==> src/rtl/jogo_memoria_pkg.sv <==
// Shared definitions for the memory-game control unit: state codes, config bit
// positions and counter widths.
package jogo_memoria_pkg;

    localparam int unsigned W_ESTADO   = 5;
    localparam int unsigned W_ENDERECO = 4;

    localparam int unsigned CFG_DEMO        = 0;
    localparam int unsigned CFG_SEM_TIMEOUT = 1;

    typedef enum logic [W_ESTADO-1:0] {
        ST_INICIAL       = 5'b00000,
        ST_PREPARA       = 5'b00001,
        ST_INICIO_RODADA = 5'b00010,
        ST_MOSTRA        = 5'b00011,
        ST_INTERVALO     = 5'b00100,
        ST_PROXIMO_LED   = 5'b00101,
        ST_ZERA_END      = 5'b00110,
        ST_ESPERA        = 5'b00111,
        ST_REGISTRA      = 5'b01000,
        ST_COMPARA       = 5'b01001,
        ST_PROX_JOGADA   = 5'b01010,
        ST_PROX_RODADA   = 5'b01011,
        ST_GANHOU        = 5'b01100,
        ST_PERDEU        = 5'b01101,
        ST_TIMEOUT       = 5'b01110
    } estado_t;

endpackage

==> src/rtl/temporizador_ciclos.sv <==
// Cycle timer: counts enabled cycles from zero and flags the M-th one.
// The count parks at M-1 instead of wrapping, so fim stays high while enabled.
module temporizador_ciclos #(
    parameter int unsigned M = 4
) (
    input  logic clock,
    input  logic reset,
    input  logic clear,
    input  logic enable,
    output logic fim
);

    localparam int unsigned W = (M > 1) ? $clog2(M) : 1;
    localparam logic [W-1:0] ULTIMO = W'(M - 1);

    logic [W-1:0] contagem;

    always_ff @(posedge clock or negedge reset) begin
        if (!reset) begin
            contagem <= '0;
        end else if (clear) begin
            contagem <= '0;
        end else if (enable && (contagem != ULTIMO)) begin
            contagem <= contagem + W'(1);
        end
    end

    assign fim = enable && (contagem == ULTIMO);

endmodule

==> src/rtl/sequenciador_jogo_memoria.sv <==
// Control unit of the memory game: replays the stored sequence each round, then
// collects and checks the player's moves, ending in win, loss or timeout.
module sequenciador_jogo_memoria
    import jogo_memoria_pkg::*;
#(
    parameter int unsigned T_LED     = 500,
    parameter int unsigned T_GAP     = 250,
    parameter int unsigned T_TIMEOUT = 5000,
    parameter int unsigned N_NORMAL  = 16,
    parameter int unsigned N_DEMO    = 4
) (
    input  logic                  clock,
    input  logic                  reset,
    input  logic                  jogar,
    input  logic [1:0]            configuracao,
    input  logic                  jogada_feita,
    input  logic                  igual,
    output logic [W_ENDERECO-1:0] endereco,
    output logic [W_ENDERECO-1:0] rodada,
    output logic                  mostra_led,
    output logic                  registra_jogada,
    output logic                  modo,
    output logic                  pronto,
    output logic                  ganhou,
    output logic                  perdeu,
    output logic                  timeout,
    output logic [W_ESTADO-1:0]   estado
);

    estado_t                 estado_atual;
    estado_t                 proximo_estado;
    logic [1:0]              config_reg;
    logic [W_ENDERECO-1:0]   endereco_reg;
    logic [W_ENDERECO-1:0]   rodada_reg;
    logic [W_ENDERECO-1:0]   ultima_rodada;
    logic                    ultima_posicao;
    logic                    fim_led;
    logic                    fim_gap;
    logic                    fim_timeout;

    assign ultima_posicao = (endereco_reg == rodada_reg);
    assign ultima_rodada  = config_reg[CFG_DEMO] ? W_ENDERECO'(N_DEMO - 1)
                                                 : W_ENDERECO'(N_NORMAL - 1);

    // Each timer runs only in its own state and is held clear everywhere else,
    // so every entry into that state starts counting from zero.
    temporizador_ciclos #(.M(T_LED)) u_tempo_led (
        .clock  (clock),
        .reset  (reset),
        .clear  (estado_atual != ST_MOSTRA),
        .enable (estado_atual == ST_MOSTRA),
        .fim    (fim_led)
    );

    temporizador_ciclos #(.M(T_GAP)) u_tempo_intervalo (
        .clock  (clock),
        .reset  (reset),
        .clear  (estado_atual != ST_INTERVALO),
        .enable (estado_atual == ST_INTERVALO),
        .fim    (fim_gap)
    );

    temporizador_ciclos #(.M(T_TIMEOUT)) u_tempo_jogada (
        .clock  (clock),
        .reset  (reset),
        .clear  (estado_atual != ST_ESPERA),
        .enable (estado_atual == ST_ESPERA),
        .fim    (fim_timeout)
    );

    always_ff @(posedge clock or negedge reset) begin
        if (!reset) begin
            estado_atual <= ST_INICIAL;
        end else begin
            estado_atual <= proximo_estado;
        end
    end

    always_comb begin
        proximo_estado = estado_atual;
        case (estado_atual)
            ST_INICIAL:       if (jogar) proximo_estado = ST_PREPARA;
            ST_PREPARA:       proximo_estado = ST_INICIO_RODADA;
            ST_INICIO_RODADA: proximo_estado = ST_MOSTRA;
            ST_MOSTRA:        if (fim_led) proximo_estado = ST_INTERVALO;
            ST_INTERVALO:     if (fim_gap) proximo_estado = ST_PROXIMO_LED;
            ST_PROXIMO_LED:   proximo_estado = ultima_posicao ? ST_ZERA_END : ST_MOSTRA;
            ST_ZERA_END:      proximo_estado = ST_ESPERA;
            ST_ESPERA: begin
                if (jogada_feita) begin
                    proximo_estado = ST_REGISTRA;
                end else if (fim_timeout && !config_reg[CFG_SEM_TIMEOUT]) begin
                    proximo_estado = ST_TIMEOUT;
                end
            end
            ST_REGISTRA:      proximo_estado = ST_COMPARA;
            ST_COMPARA: begin
                if (!igual) begin
                    proximo_estado = ST_PERDEU;
                end else if (ultima_posicao) begin
                    proximo_estado = (rodada_reg == ultima_rodada) ? ST_GANHOU : ST_PROX_RODADA;
                end else begin
                    proximo_estado = ST_PROX_JOGADA;
                end
            end
            ST_PROX_JOGADA:   proximo_estado = ST_ESPERA;
            ST_PROX_RODADA:   proximo_estado = ST_INICIO_RODADA;
            ST_GANHOU, ST_PERDEU, ST_TIMEOUT:
                              if (jogar) proximo_estado = ST_PREPARA;
            default:          proximo_estado = ST_INICIAL;
        endcase
    end

    always_ff @(posedge clock or negedge reset) begin
        if (!reset) begin
            config_reg   <= '0;
            endereco_reg <= '0;
            rodada_reg   <= '0;
        end else begin
            case (estado_atual)
                ST_PREPARA: begin
                    config_reg <= configuracao;
                    rodada_reg <= '0;
                end
                ST_INICIO_RODADA, ST_ZERA_END: endereco_reg <= '0;
                ST_PROXIMO_LED: if (!ultima_posicao) endereco_reg <= endereco_reg + W_ENDERECO'(1);
                ST_PROX_JOGADA: endereco_reg <= endereco_reg + W_ENDERECO'(1);
                ST_PROX_RODADA: rodada_reg   <= rodada_reg + W_ENDERECO'(1);
                default: ;
            endcase
        end
    end

    always_comb begin
        mostra_led      = 1'b0;
        registra_jogada = 1'b0;
        ganhou          = 1'b0;
        perdeu          = 1'b0;
        timeout         = 1'b0;
        case (estado_atual)
            ST_MOSTRA:   mostra_led      = 1'b1;
            ST_REGISTRA: registra_jogada = 1'b1;
            ST_GANHOU:   ganhou          = 1'b1;
            ST_PERDEU:   perdeu          = 1'b1;
            ST_TIMEOUT:  timeout         = 1'b1;
            default: ;
        endcase
        pronto   = ganhou || perdeu || timeout;
        estado   = estado_atual;
        endereco = endereco_reg;
        rodada   = rodada_reg;
        modo     = config_reg[CFG_DEMO];
    end

endmodule

==> config.mk <==
export PLATFORM = sky130hd
export DESIGN_NAME = sequenciador_jogo_memoria
export DESIGN_NICKNAME = d
export VERILOG_FILES = /design/src/rtl/jogo_memoria_pkg.sv /design/src/rtl/temporizador_ciclos.sv /design/src/rtl/sequenciador_jogo_memoria.sv
export SDC_FILE = /design/constraint.sdc
export NUM_CORES = 1
export LEC_CHECK = 0
export CORE_MARGIN = 3
export CORE_UTILIZATION = 51
export DETAILED_ROUTE_END_ITERATION = 10
export PLACE_DENSITY = 0.82
export SYNTH_ARGS = -nofsm -noshare
export SYNTH_HDL_FRONTEND = slang
export SYNTH_SLANG_ARGS = --single-unit
==> constraint.sdc <==
create_clock -name clock -period 1.8 [get_ports clock]
set_clock_uncertainty 0.2 [all_clocks]
set_input_delay 0.18 -clock clock [delete_from_list [all_inputs] [get_ports clock]]
set_output_delay 0.18 -clock clock [all_outputs]
set_load 0.01 [all_outputs]
==> results_dict.tcl <==
set metrics [dict create \
    crit_chain "ha_1 > buf_4 > nand4b_1 > nand2_1 > buf_4 > a21oi_1 > o221ai_1 > mux2_4" \
    detail-route-antenna-nets 0 \
    yosysMostFrequentCell "dfrtp_1" \
    syn_nets 290 \
    fp.dieH_um 76.6 \
    startpoint_type "flop" \
    synthTopCellsByArea "dfrtp_1, nor2_1, xor2_1" \
    crit_top_cell "buf_4" \
    dp.cells 428 \
    required_ns 1.79 \
    period_share_pct 115 \
    yosysWarnings 0 \
    largest-register "u_tempo_jogada.contagem" \
    hold_viol_final 0 \
    pre_cts_slack_ns -0.184 \
    hold_path.class "in2async" \
    fill_cells 262 \
    initial_core_util_pct 53.4 \
    whs_ns 0.180 \
    min_period_ns 2.07 \
    dp_hpwl_um 4540 \
    ir_worst_vdd_uv 1040 \
    syn-cell-area_mm2 0.00254 \
    cp_slowest_stage_delay_ns 0.41 \
    grt_pass1_wl_um 12200 \
    setup_viol 13 \
    arrival_ns 2.06 \
    seqPwrFrac_pct 25.2 \
    gr-usage-all-layers_pct 25.6 \
    gp_congestion 0.901 \
    root_buffer "clkbuf_8" \
    area_growth_pct 50.2 \
    drive_above_1_share_pct 38.5 \
    clkSinkCount 44 \
    rows 25 \
    clock.fmax_mhz 484 \
    grt_max_degree 45 \
    path_clk_slew_ns 0.08 \
    core-area_mm2 0.00475 \
    wire_per_inst_um 18.2 \
    synth-edff-count 0 \
    status "finished with violations" \
    drt_iter0_drc 223 \
    path_max_fanout 3 \
    dieArea_mm2 0.00587 \
    largest_reg_flops 13 \
    power.leakage_nw 1.82 \
    synth_top_cell_area_share_pct 43.3 \
    comb_power_share_pct 59.0 \
    worst_path_max_delay_cell "dfrtp_2" \
    antenna_found_initial 0 \
    cap_violations 0 \
    post_dp_cell_area_mm2 0.00337 \
    ys.flop_type "dfrtp_1" \
    drt_wl_total_um 8260 \
    vias_per_cell 5.89 \
    final_cell_area_mm2 0.00382 \
    synth_seq_cells 44 \
    fin_ws_ns -0.267 \
    violations "setup timing" \
    port_buffers 25 \
    clk_latency_ns 0.31 \
    grt_overflow_total 0 \
    htree_levels 2 \
    netlist_instances 277 \
    synthArstFlopShare_pct 100 \
    power_switching_mw 1.87 \
    top_regs "u_tempo_jogada.contagem (13), u_tempo_led.contagem (9), u_tempo_intervalo.contagem (8)" \
    worstSetupEndpointType "flop" \
    crit_type "reg2reg" \
    tritoncts "yes" \
    synth_top_area_cell "dfrtp_1" \
    ys_seq_area_share_pct 43.3 \
    nets 399 \
    rsz0062_at_grt "true" \
    p_clk_share_pct 15.8 \
    grt_pass1_vias 2655 \
    cts_buffer_depth 2 \
    stdcell_count 454 \
    fin_util_pct 80.3 \
    swShare_pct 38.5 \
    power.internal_mw 2.99 \
    io_pins 27 \
    synth_common_cells "dfrtp_1, nor2_1, nand2_1" \
    slew_viol_final 0 \
    die_w_um 76.6 \
    antennaDiodeCount 0 \
    synth_cell_types 48 \
    drtPass1Iterations 7 \
    power_density_mw_per_mm2 1270 \
    vias 2675 \
    cts_made_buffers 5 \
    drc 0 \
    synth_area_per_cell_um2 9.17 \
]
cells in the final DEF (no fill, tap or decap), drive strengths merged, types with 2 or more instances in the layout:
cell type       n
xor2           15
nor3            8
o221ai          3
dlymetal6s2s    3
nor2           42
buf            92
nor2b           4
nand3          14
or3             6
mux2i           5
ha              6
xnor2           9
clkbuf          8
dlygate4sd2     4
nand4b          3
o21bai          2
mux2            5
dfrtp          44
or2             2
nand2          21
nor4            4
a21oi          17
o21ai          19
and3            5
a31oi           2
clkdlybuf4s50  10
nand4           4
nor4b           2
nand2b          3
inv             8
final timing paths:
path	start	slack, ns	to	depth (start not counted)
worst max register to register	rodada[0]	-0.27	estado[2]	8
worst min-delay path	reset	0.18	u_tempo_led.contagem[7]	3
min in group clock	configuracao[0]	0.30	config_reg[0]	2
worst min register to register	config_reg[1]	0.35	config_reg[1]	1
worst max-delay path	rodada[0]	-0.27	estado[2]	8
max in group asynchronous	reset	0.97	rodada[1]	3
timing repair:
action	in CTS	in global routing
endpoints found under the hold margin	44	0
hold buffers	1	0
gates cloned	0	1
setup buffers	7	9
pin swaps	1	5
endpoints found under the setup margin	19	23
resized for setup	41	52
metal layers:
layer  GRT usage [%]  share of wire, %  vias to the layer above  routed length, um
met4            10.7               5.6                        0                461
met5               0                 0                        -                  0
li1                -                 -                     1182                  -
met2            44.4                51                      132               4190
met1            31.2                38                     1307               3170
met3            4.49               5.3                       54                437
stage by stage:
step	TNS [ns]	power, mW
after floorplan	-0.753	2.36
final	-1.57	4.86
after CTS	-0.894	4.21
after global routing	-2.44	5.09
after detailed placement	-1.18	3.28
after global placement	-0.899	3.22
power groups by stage:
| stage | combinational [mW] | clock, mW | sequential [mW] |
|---|---|---|---|
| after global placement | 1.98 | 0 | 1.23 |
| after detailed placement | 2.03 | 0 | 1.24 |
| final | 2.87 | 0.767 | 1.23 |
| after global routing | 3.04 | 0.811 | 1.24 |
| after floorplan | 1.06 | 0 | 1.31 |
| after CTS | 2.25 | 0.754 | 1.21 |
layout make-up:
cell class / instances / area (um^2) / area share (%)
flip-flops and latches: 44 / 1110 / 29.0
clock inverters: 2 / 35.0 / 0.918
clock buffers: 6 / 72.6 / 1.90
multi-input cells: 214 / 1520 / 39.8
repair buffers: 112 / 963 / 25.2
well taps: 67 / 83.8 / 2.20
inverters: 9 / 37.5 / 0.983
cell families (layout without fill, tap and decap cells):
group                    count (synthesis)  count (layout)  synth area share [%]
adder cells (fa/ha/maj)                  6               6                  2.95
XOR/XNOR                                24              24                  8.27
flip-flops                              44              44                  43.3
AO/OA/AOI/OAI                           49              49                  12.4
other                                    1               1                 0.148
AND/OR/NAND/NOR                        124             124                  25.3
multiplexers                            10              10                  4.63
buffers and inverters                   19             129                  3.05
critical path: cells and delay by family (launching register included):
family / cells / cell delay (ns)
compound gates: 2 / 0.42
flops: 1 / 0.41
mux: 1 / 0.29
buf+inv: 2 / 0.27
fa+ha+maj: 1 / 0.21
simple gates: 2 / 0.17
(Power assumes the default switching activity.)
